## src/rtl/ex_md_pkg.sv

```systemverilog
// Shared encodings, state type and constants for the EX-stage multiply/divide sequencer.
package ex_md_pkg;

    localparam int XLEN  = 32;
    localparam int ITERS = 32;

    // funct3 encodings of the RV32M instructions
    localparam logic [2:0] OP_MUL    = 3'b000;
    localparam logic [2:0] OP_MULH   = 3'b001;
    localparam logic [2:0] OP_MULHSU = 3'b010;
    localparam logic [2:0] OP_MULHU  = 3'b011;
    localparam logic [2:0] OP_DIV    = 3'b100;
    localparam logic [2:0] OP_DIVU   = 3'b101;
    localparam logic [2:0] OP_REM    = 3'b110;
    localparam logic [2:0] OP_REMU   = 3'b111;

    localparam logic [31:0] DIV0_QUOT = 32'hFFFF_FFFF;
    localparam logic [31:0] OVF_QUOT  = 32'h8000_0000;

    typedef enum logic [2:0] {
        S_IDLE,
        S_MUL_IT,
        S_DIV_IT,
        S_FIX,
        S_DONE
    } md_state_e;

endpackage

```

## src/rtl/md_iter_step.sv

```systemverilog
// One iteration of shift-add multiply or restoring divide on a shared 2*XLEN accumulator.
module md_iter_step
#(
    parameter int XLEN = 32
) (
    input  logic              div_mode,
    input  logic [2*XLEN-1:0] acc_in,
    input  logic [XLEN-1:0]   operand,
    output logic [2*XLEN-1:0] acc_out,
    output logic              q_bit
);

    logic [XLEN:0] add_sum;
    logic [XLEN:0] shifted;
    logic [XLEN:0] diff;

    always_comb begin
        // NOTE: every combinational output gets a default first so no latch is inferred.
        acc_out = '0;
        q_bit   = 1'b0;

        // Multiply: {hi,lo} holds partial product and remaining multiplier bits.
        add_sum = {1'b0, acc_in[2*XLEN-1:XLEN]} + (acc_in[0] ? {1'b0, operand} : '0);

        // Divide: {rem,dividend} shifts left; a borrow in diff means the divisor did not fit.
        shifted = acc_in[2*XLEN-1:XLEN-1];
        diff    = shifted - {1'b0, operand};

        if (div_mode) begin
            q_bit   = ~diff[XLEN];
            acc_out = {(q_bit ? diff[XLEN-1:0] : shifted[XLEN-1:0]), acc_in[XLEN-2:0], 1'b0};
        end else begin
            acc_out = {add_sum, acc_in[XLEN-1:1]};
        end
    end

endmodule

```

## src/rtl/ex_muldiv_ctrl.sv

```systemverilog
// RV32M multi-cycle multiply/divide sequencer beside the EX ALU; stalls the front end while busy
// and returns a one-cycle result strobe with its destination register.
module ex_muldiv_ctrl
    import ex_md_pkg::*;
#(
    parameter int XLEN  = ex_md_pkg::XLEN,
    parameter int ITERS = ex_md_pkg::ITERS
) (
    input  logic            clk,
    input  logic            rst_n,
    input  logic            start,
    input  logic [2:0]      md_op,
    input  logic [XLEN-1:0] op_a,
    input  logic [XLEN-1:0] op_b,
    input  logic [4:0]      rd_in,
    input  logic            flush,
    output logic            stall_ex,
    output logic            busy,
    output logic            result_valid,
    output logic [XLEN-1:0] result,
    output logic [4:0]      rd_out
);

    localparam logic [5:0] LAST_ITER = 6'(ITERS - 1);

    md_state_e         state_q, state_d;
    logic [5:0]        cnt_q, cnt_d;
    logic [2:0]        op_q, op_d;
    logic [4:0]        rd_q, rd_d;
    logic              sa_q, sa_d;
    logic              sb_q, sb_d;
    logic [XLEN-1:0]   opnd_q, opnd_d;
    logic [2*XLEN-1:0] acc_q, acc_d;
    logic [XLEN-1:0]   result_q, result_d;
    logic [4:0]        rd_out_q, rd_out_d;

    logic              a_neg, b_neg, ovf;
    logic [XLEN-1:0]   a_mag, b_mag;
    logic [2*XLEN-1:0] step_acc, prod_fix;
    logic              step_q_bit;
    logic [XLEN-1:0]   quo_fix, rem_fix, fix_result;

    md_iter_step #(.XLEN(XLEN)) u_step (
        .div_mode (state_q == S_DIV_IT),
        .acc_in   (acc_q),
        .operand  (opnd_q),
        .acc_out  (step_acc),
        .q_bit    (step_q_bit)
    );

    always_comb begin
        state_d  = state_q;
        cnt_d    = cnt_q;
        op_d     = op_q;
        rd_d     = rd_q;
        sa_d     = sa_q;
        sb_d     = sb_q;
        opnd_d   = opnd_q;
        acc_d    = acc_q;
        result_d = result_q;
        rd_out_d = rd_out_q;

        a_neg = !(md_op inside {OP_MULHU, OP_DIVU, OP_REMU}) && op_a[XLEN-1];
        b_neg = (md_op inside {OP_MUL, OP_MULH, OP_DIV, OP_REM}) && op_b[XLEN-1];
        a_mag = a_neg ? -op_a : op_a;
        b_mag = b_neg ? -op_b : op_b;
        ovf   = (md_op inside {OP_DIV, OP_REM}) && (op_a == OVF_QUOT) && (op_b == DIV0_QUOT);

        prod_fix = (sa_q ^ sb_q) ? -acc_q : acc_q;
        quo_fix  = (sa_q ^ sb_q) ? -acc_q[XLEN-1:0] : acc_q[XLEN-1:0];
        rem_fix  = sa_q ? -acc_q[2*XLEN-1:XLEN] : acc_q[2*XLEN-1:XLEN];

        case (op_q)
            OP_MUL:                       fix_result = prod_fix[XLEN-1:0];
            OP_MULH, OP_MULHSU, OP_MULHU: fix_result = prod_fix[2*XLEN-1:XLEN];
            OP_DIV, OP_DIVU:              fix_result = quo_fix;
            default:                      fix_result = rem_fix;
        endcase

        case (state_q)
            S_IDLE: begin
                if (start) begin
                    op_d  = md_op;
                    rd_d  = rd_in;
                    sa_d  = a_neg;
                    sb_d  = b_neg;
                    cnt_d = '0;
                    if (!md_op[2]) begin
                        acc_d   = {{XLEN{1'b0}}, b_mag};
                        opnd_d  = a_mag;
                        state_d = S_MUL_IT;
                    end else if (op_b == '0) begin
                        result_d = md_op[1] ? op_a : DIV0_QUOT;
                        rd_out_d = rd_in;
                        state_d  = S_DONE;
                    end else if (ovf) begin
                        result_d = md_op[1] ? '0 : OVF_QUOT;
                        rd_out_d = rd_in;
                        state_d  = S_DONE;
                    end else begin
                        acc_d   = {{XLEN{1'b0}}, a_mag};
                        opnd_d  = b_mag;
                        state_d = S_DIV_IT;
                    end
                end
            end
            S_MUL_IT, S_DIV_IT: begin
                acc_d = step_acc | {{(2*XLEN-1){1'b0}}, step_q_bit};
                cnt_d = cnt_q + 6'd1;
                if (cnt_q == LAST_ITER) state_d = S_FIX;
            end
            S_FIX: begin
                result_d = fix_result;
                rd_out_d = rd_q;
                state_d  = S_DONE;
            end
            S_DONE:  state_d = S_IDLE;
            default: state_d = S_IDLE;
        endcase

        // A flush overrides everything, including a start in the same cycle.
        if (flush) begin
            state_d  = S_IDLE;
            cnt_d    = '0;
            result_d = result_q;
            rd_out_d = rd_out_q;
        end
    end

    always_ff @(posedge clk) begin
        // NOTE: sequential state is written only with non-blocking assignments.
        if (!rst_n) begin
            state_q  <= S_IDLE;
            cnt_q    <= '0;
            op_q     <= '0;
            rd_q     <= '0;
            sa_q     <= 1'b0;
            sb_q     <= 1'b0;
            opnd_q   <= '0;
            acc_q    <= '0;
            result_q <= '0;
            rd_out_q <= '0;
        end else begin
            state_q  <= state_d;
            cnt_q    <= cnt_d;
            op_q     <= op_d;
            rd_q     <= rd_d;
            sa_q     <= sa_d;
            sb_q     <= sb_d;
            opnd_q   <= opnd_d;
            acc_q    <= acc_d;
            result_q <= result_d;
            rd_out_q <= rd_out_d;
        end
    end

    assign stall_ex     = ((state_q == S_IDLE) && start && !flush) ||
                          ((state_q != S_IDLE) && (state_q != S_DONE));
    assign busy         = (state_q != S_IDLE);
    assign result_valid = (state_q == S_DONE) && !flush;
    assign result       = result_q;
    assign rd_out       = rd_out_q;

endmodule

```

## config.mk

```make
export PLATFORM = sky130hd
export DESIGN_NAME = ex_muldiv_ctrl
export DESIGN_NICKNAME = d
export VERILOG_FILES = /design/src/rtl/ex_md_pkg.sv /design/src/rtl/md_iter_step.sv /design/src/rtl/ex_muldiv_ctrl.sv
export SDC_FILE = /design/constraint.sdc
export NUM_CORES = 1
export LEC_CHECK = 0
export ABC_CLOCK_PERIOD_IN_PS = 9900
export CORE_UTILIZATION = 45
export DETAILED_ROUTE_END_ITERATION = 8
export PLACE_DENSITY = 0.71
export SYNTH_ARGS = -nofsm -noshare
export SYNTH_HDL_FRONTEND = slang
export SYNTH_SLANG_ARGS = --single-unit
```

## constraint.sdc

```tcl
create_clock -name clk -period 9.9 [get_ports clk]
set_input_delay 0.99 -clock clk [delete_from_list [all_inputs] [get_ports clk]]
set_output_delay 0.99 -clock clk [all_outputs]
set_load 0.02 [all_outputs]
```

---- Word level (Yosys, flattened, before mapping) ----
Index checks and enable logic that the tools add are counted.
storage, ports and cells
  register bits ........................... 152
  output and inout port bits .............. 40
  logic and storage cells ................. 119
operators by class
  $add $sub $neg .......................... 8
  equal/unequal tests ..................... 27
  muxes and demuxes ....................... 38
  bitwise gates (word level) .............. 5
  reductions and logical operators ........ 31
operator list
  cell                                                              count
  32-bit 2-to-1 mux                                                 15
  64-bit 2-to-1 mux                                                 6
  32-bit negation                                                   4
  64-bit case mux with 2 select lines                               1
  32-bit case mux with 3 select lines                               1
  32-bit == test (second input constant)                            2
  64-bit negation                                                   1
  64-bit by 1-bit bitwise OR with 64-bit output                     1
  32-bit case mux with 2 select lines                               1
  32-bit by 33-bit adder with 33-bit output                         1
  33-bit by 32-bit subtractor with 33-bit output                    1
  32-bit zero test                                                  1
  3-bit == test (second input constant)                             7
  5-bit 2-to-1 mux                                                  4
  3-bit by 2-bit == test with 1-bit output (second input constant)  5
  3-bit 2-to-1 mux                                                  5
  3-bit inequality test (second input constant)                     4
  6-bit case mux with 2 select lines                                1
  2-bit inequality test (second input constant)                     5
  5-bit case mux with 2 select lines                                1
  3-bit by 1-bit == test with 1-bit output (second input constant)  3
  3-bit zero test                                                   3
  3-bit case mux with 3 select lines                                1
  1-bit logical AND                                                 8
  other kinds (16)                                                  27

---- Longest topological paths before layout ----
Gate-level depths: netlist (run 1).
  depth in word-level cells ............... 10
  mapped depth ............................ 14
  mapped depth without buffers ............ 13

---- Modules after synthesis ----
A second synthesis (run 1) with hierarchy kept.
unflattened totals
  cell total of the unflattened synthesis .. 2242
  area total of the unflattened synthesis .. 16097.9 um2
modules (own cells, without submodules)
  module          times used  cells an instance  area each (um2)  sequential area each (um2)
  ex_muldiv_ctrl  1           1522               11172.0          3042.9
  md_iter_step    1           720                4926.0           0.0

---- Worst setup path after synthesis (run 1) ----
OpenSTA, ideal clock, no wires.
  path type ............................... input port to flip-flop
  start point ............................. input op_a[7]
  end point ............................... register result_q[22] (netlist: result[22])
  setup time .............................. 0.117 ns
  arrival time ............................ 3.491 ns
  data required time ...................... 9.783 ns
  path slack .............................. 6.291 ns
  stages .................................. 9
  buffers on the path ..................... 2
  cells stage by stage .................... or4_4 or4_1 buf_2 or3_4 o2bb2a_4 a221oi_4 nor2_2 buf_2 a32o_1
between the ends
  word-level cells in the longest chain between the ends .. 5
ends and longest elaborated chain
  item                                    RTL line               text
  from (decl)                             ex_muldiv_ctrl.sv:13   input logic [XLEN-1:0] op_a,
  32-bit == test                          ex_muldiv_ctrl.sv:67   ovf = (md_op inside {OP_DIV, OP_REM}) && (op_a == OVF_QUOT) && (op_b == DIV0_QUOT);
  1-bit logical AND (2 in a row)          ex_muldiv_ctrl.sv:67
  3-bit inequality test (no source line)  n/a
  5-bit AND reduction (no source line)    n/a
  to (signal assigned)                    ex_muldiv_ctrl.sv:152  result_q <= result_d;
  to (decl)                               ex_muldiv_ctrl.sv:34   logic [XLEN-1:0] result_q, result_d;
No other way between the ends.
A chain may end at the register's enable or synchronous reset.

---- Worst setup path after layout (run 1) ----
  start point ............................. input op_a[8]
  end point ............................... register acc_q[61]
between the ends
  word-level cells in the longest chain between the ends .. 5
ends and longest elaborated chain
  item                                    RTL line               text
  32-bit == test                          ex_muldiv_ctrl.sv:67
  1-bit logical AND (2 in a row)          ex_muldiv_ctrl.sv:67
  3-bit inequality test (no source line)  n/a
  4-bit AND reduction (no source line)    n/a
  to (signal assigned)                    ex_muldiv_ctrl.sv:140  acc_q <= '0;
  to (signal assigned)                    ex_muldiv_ctrl.sv:151  acc_q <= acc_d;
  to (decl)                               ex_muldiv_ctrl.sv:33   logic [2*XLEN-1:0] acc_q, acc_d;
No other way between the ends.

==> flow_metrics.tcl, run 1 <==
set metrics [dict create \
    async_flop_share_pct 0 \
    synthTopCellsByArea "dfxtp_1 (20%), a21oi_1 (7.7%), nand2_1 (7.5%)" \
    grt_overflow 0 \
    p_leak_nw 6.223 \
    cts_tree "built" \
    grt_max_degree 74 \
    yosysTopAreaCellShare_pct 20.49 \
    cts_setup_buffers 0 \
    clock-root-buffer "clkbuf_16" \
    dpl_worst_slack_ps 4685 \
    synth_compound_area_share_pct 30.33 \
    reg2reg_setup_slack_ps 5420 \
    ctsResizeCount 0 \
    grt_pass1_vias 15320 \
    ys_top_cells_by_count "nand2_1 (295), a21oi_1 (229), nor2_1 (219), o21ai_0 (160), dfxtp_1 (152)" \
    initial_core_util_pct 45.65 \
    drt_pass1_iterations 6 \
    synth_area_sq_mm 0.01485 \
    io_pins 116 \
    vias 16990 \
    fp.dieW_um 183.7 \
    dp_hpwl_mm 45.38 \
    finalHoldViolCount 0 \
    insertion_delay_ps 450 \
    numPortBuffers 115 \
    wl_mm 60.12 \
    worst_r2r_endpoint "acc_q[41]$_SDFFE_PN0P_" \
    crit_type "input pin to register" \
    yosys-mux-area-fraction_pct 2.679 \
    ys_ff_latch 152 \
    ys.flop_type "dfxtp_1" \
    path_max_fanout 58 \
    tns_ps 0 \
    ir_drop_mv 0.1232 \
    ant_nets 0 \
    antenna_found_initial 3 \
    antenna_cells 0 \
    ff2ff_path_depth 13 \
    rsz0062_at_grt "false" \
    design_area_sq_mm 0.01672 \
    cp-end-kind "register" \
    fp-row-count 66 \
    outcome "finished, final reports clean" \
    drive_above_1_share_pct 4.552 \
    power_mw 2.017 \
    hold-path-endpoint "opnd_q[23]$_SDFFE_PN0P_" \
    synth_nets 2296 \
    timing.rr.start "acc_q[31]$_SDFFE_PN0P_" \
    maxCapViolCount 0 \
    pwr_density_cell_mw_per_mm2 120.6 \
    dieArea_sq_mm 0.03373 \
    nFillCells 3286 \
    post_drt_wl_per_cell_um 22.97 \
    synth.most_common_cell "nand2_1" \
    synth-edff-count 0 \
    synthXorXnorAreaFrac_pct 10.97 \
    path_clk_slew_ps 70 \
    slew_headroom_pct 35.75 \
    synthSimpleGateAreaFrac_pct 23.37 \
    via_per_inst 6.491 \
    cts.sinks 152 \
    drc_errors 0 \
    core_sq_mm 0.03254 \
    fin_nets 2310 \
    hold_buffers 0 \
    synth_adder_area_share_pct 6.167 \
    synthDistinctLibCells 82 \
    grt_pass1_wl_mm 90.75 \
    worst_clock_skew_ps 15.21 \
    final_max_slew_viol_count 0 \
    synth_cells 2148 \
    place_congestion 1.025 \
    hp-start "opnd_q[23]$_SDFFE_PN0P_" \
    dpl-instance-area_sq_mm 0.01619 \
    worstMarginPinSlew_ps 962.7 \
    ys_warn_count 0 \
    track_usage_pct 35.26 \
    ys_seq_area_share_pct 20.49 \
    synth_top_family_by_area "compound AO/OA/AOI/OAI gates" \
    min_path_cells 2 \
    synth_top_area_cell "dfxtp_1" \
    cts_buffers 17 \
    syn_avg_cell_area_sq_um 6.914 \
    fmax_mhz 209.2 \
    die_h_um 183.7 \
    htree_levels 4 \
    cts_buffer_depth 2 \
    cp.arrival_ps 5150 \
    area_growth_pct 12.59 \
    drt_iter0_drc 2295 \
    startpoint_type "input pin" \
    setup_slack_ps 5119 \
    post-route-period-util_pct 48.29 \
    critPathRequiredTime_ps 10270 \
    fin_crit_ps 4781 \
    whs_ps 457.8 \
    hold_class "register to register" \
    finalSetupViolCount 0 \
]
==> flip-flops by register name, indices dropped and copies added (netlist names) <==
register and count:
opnd_q 32, state_q 3, cnt_q 6, op_q 3
rd_out 5, acc_q 64, sa_q 1, rd_q 5
result 32, sb_q 1
==> metal layers <==
| layer | GRT usage, % | vias to the layer above | share of wire, % |
|---|---|---|---|
| met3 | 8.162 | 170 | 11 |
| met4 | 14.77 | 6 | 4.1 |
| met5 | 0.4444 | - | 0.063 |
| met1 | 47.86 | 7953 | 42 |
| li1 | - | 7770 | - |
| met2 | 53.18 | 1089 | 43 |
==> final cells by class <==
cell class              instances  area (sq um)  area share [%]
clock buffers                  20         436.7           2.611
clock inverters                12         96.34          0.5761
inverters                      72         270.3           1.616
flip-flops and latches        152          3043           18.20
multi-input cells            1774         10950           65.49
well taps                     442         553.0           3.307
repair buffers                145          1371           8.201
==> cells by family after synthesis <==
logic type / count (synthesis)
XOR/XNOR: 186
AND/OR/NAND/NOR: 762
AO/OA/AOI/OAI: 715
multiplexers: 39
flip-flops: 152
buffers and inverters: 222
adder cells (fa/ha/maj): 72
==> worst max-delay path by stage <==
stage | slack (ps) | from | depth (start not counted) | to
after CTS | 5130 | op_a[7] | 11 | acc_q[61]$_SDFFE_PN0P_
final | 5120 | op_a[8] | 11 | acc_q[61]$_SDFFE_PN0P_
after global routing | 5000 | op_a[7] | 11 | acc_q[61]$_SDFFE_PN0P_
after detailed placement | 4680 | op_a[7] | 11 | acc_q[61]$_SDFFE_PN0P_
after floorplan | 6290 | op_a[7] | 9 | result[22]$_SDFFE_PN0P_
after global placement | 4780 | op_a[7] | 11 | acc_q[61]$_SDFFE_PN0P_
==> critical path, cell delays in order <==
cell and delay, ps:
clkdlybuf4s50_1 620, or4_4 630, or4_1 530, or3_4 450
o2bb2a_4 280, nor2_4 150, nor2_4 40, buf_4 320
nor2_4 670, a221oi_1 200, a211oi_1 240
==> stage by stage <==
stage / utilization [%] / instances
floorplan: - / 2148
global placement: 49.76 / 2585
detailed placement: 49.76 / 2585
CTS: 51.40 / 2617
global route: 51.40 / 2617
finish: 51.40 / 2617
==> report_power, final <==
part / total (mW) / internal [mW] / switching, mW
clock network: 0.635 / 0.325 / 0.311
logic: 0.668 / 0.242 / 0.426
registers: 0.713 / 0.648 / 0.0657
total: 2.02 / 1.21 / 0.803
==> cell usage in the layout (no fill, tap or decap), drive strengths merged, types with 27 or more instances in the layout <==
master / n
xor2: 78
a21oi: 230
o211ai: 33
nor3: 40
nor2: 223
dfxtp: 152
a31oi: 37
nand3: 44
nor4: 27
a211oi: 42
o31ai: 34
mux2i: 33
o21ai: 163
inv: 75
xnor2: 108
buf: 31
ha: 70
clkdlybuf4s50: 114
nand2: 295
Note: power is estimated with default switching activity, not from simulation.
==> run 2, diff against run 1 <==
- ABC_CLOCK_PERIOD_IN_PS: 9900 -> 4400
- clock period: 9.9 -> 4.4 ns (I/O delays scaled with it)
==> flow_metrics.tcl, run 2 (synthesis gave the netlist of run 1 again) <==
set metrics [dict create \
    outcome "finished, final reports clean" \
    hold_buffers 0 \
    path_depth 13 \
    io_pins 116 \
    drt_iter0_drc 2276 \
    cts_buffers 17 \
    fp-row-count 66 \
    use_met2_pct 54.76 \
    tns_ps 0 \
    top_usage_layer "met2" \
    post-route-period-util_pct 89.50 \
    fmax_mhz 253.9 \
    ir_drop_mv 0.2462 \
    ff2ff_path_depth 13 \
    slew_headroom_pct 36.84 \
    hold_class "register to register" \
    area_growth_pct 15.06 \
    dieArea_sq_mm 0.03373 \
    finalHoldViolCount 0 \
    final_max_slew_viol_count 0 \
    p_leak_nw 6.438 \
    fp.dieW_um 183.7 \
    crit_top_cell "nor2_1" \
    cp_top_family "compound AO/OA/AOI/OAI gates" \
    via_per_inst 6.515 \
    startpoint_type "register" \
    slowest_delay_ps 690 \
    path_clk_slew_ps 70 \
    crit_type "register to register" \
    core_sq_mm 0.03254 \
    largest_register_ffs 64 \
    vias 17260 \
    grt_pass1_wl_mm 94.21 \
    cts.sinks 152 \
    maxCapViolCount 0 \
    wl_mm 63.17 \
    final_cell_mix "nand2_1 (295), a21oi_1 (229), nor2_1 (219)" \
    initial_core_util_pct 45.65 \
    grt_overflow 0 \
    drc_errors 0 \
    final_common_cell "nand2_1" \
    cp.arrival_ps 4260 \
    finalSetupViolCount 0 \
    nFillCells 3234 \
    slowest_stage "o311ai_0" \
    min_path_cells 2 \
    path_max_fanout 30 \
    grt_pass1_vias 15400 \
    drive_above_1_share_pct 6.114 \
    whs_ps 461.9 \
    regMostFlops "acc_q" \
    numPortBuffers 115 \
    ant_nets 0 \
    cts_tree "built" \
    rsz0062_at_grt "false" \
    die_h_um 183.7 \
    fin_nets 2343 \
    critPathRequiredTime_ps 4720 \
    antenna_cells 0 \
    pwr_density_cell_mw_per_mm2 278.3 \
    clock-root-buffer "clkbuf_16" \
    met3_usage_pct 7.924 \
    worst_clock_skew_ps 20.79 \
    ctsResizeCount 0 \
    crit_buf_inv 2 \
    insertion_delay_ps 460 \
    track_usage_pct 36.74 \
    post_drt_wl_per_cell_um 23.84 \
    grt_max_degree 58 \
    cp-end-kind "register" \
    met1_usage_pct 50.61 \
    worstMarginPinSlew_ps 938.8 \
    drt_pass1_iterations 8 \
    cts_setup_buffers 0 \
    htree_levels 4 \
    crit_chain "inv_1 -> buf_4 -> nor2_1 -> ha_1 -> o211ai_1 -> o21a_1 -> a21oi_1 -> nor2_1 -> o311ai_0 -> a211oi_1 -> xnor2_1 -> a221oi_1 -> a31oi_1" \
    cts_buffer_depth 2 \
    fin_crit_ps 3938 \
    antenna_found_initial 2 \
    dp_hpwl_mm 48.32 \
    place_congestion 1.050 \
]
## run 2: stage by stage
step           total power [mW]  instances  util (%)  area [sq um]  setup WS [ps]
2_1_floorplan             2.573       2148         -         14850           1124
3_3_place_gp              3.120       2618     50.71         16500          375.8
3_5_place_dp              3.134       2618     50.71         16500          282.1
4_1_cts                   4.675       2650     52.52         17090          561.4
5_1_grt                   4.909       2650     52.52         17090          301.0
6_report                  4.756       2650     52.52         17090          462.2
## run 2: layout make-up
cell class | count | area [sq um] | area share [%]
multi-input cells | 1774 | 10950 | 64.09
flip-flops and latches | 152 | 3043 | 17.81
inverters | 72 | 270.3 | 1.581
well taps | 442 | 553.0 | 3.236
clock buffers | 19 | 452.9 | 2.650
clock inverters | 13 | 136.4 | 0.7981
repair buffers | 178 | 1682 | 9.840
## run 2: worst min-delay path: stages (launching register included)
cell and delay [ps]:
dfxtp_1 320, nand2_1 50, a21oi_1 50
## run 2: final timing paths
kind / start / to / slack (ps)
worst max register to register: acc_q[0]$_SDFFE_PN0P_ / acc_q[62]$_SDFFE_PN0P_ / 460
worst min-delay path: opnd_q[26]$_SDFFE_PN0P_ / opnd_q[26]$_SDFFE_PN0P_ / 460
worst min register to register: opnd_q[26]$_SDFFE_PN0P_ / opnd_q[26]$_SDFFE_PN0P_ / 460
worst max-delay path: acc_q[0]$_SDFFE_PN0P_ / acc_q[62]$_SDFFE_PN0P_ / 460
## run 2: routing by layer
layer  up-vias  part of all wire (%)
met2      1071                    43
li1       7849                     -
met4         2                   4.3
met5         -                 0.021
met1      8164                    41
met3       178                    11
## run 2: power breakdown
part	total, mW	switching [mW]	internal (mW)
registers	1.59	0.137	1.46
clock network	1.58	0.752	0.828
logic	1.58	1.00	0.579
total	4.76	1.89	2.86
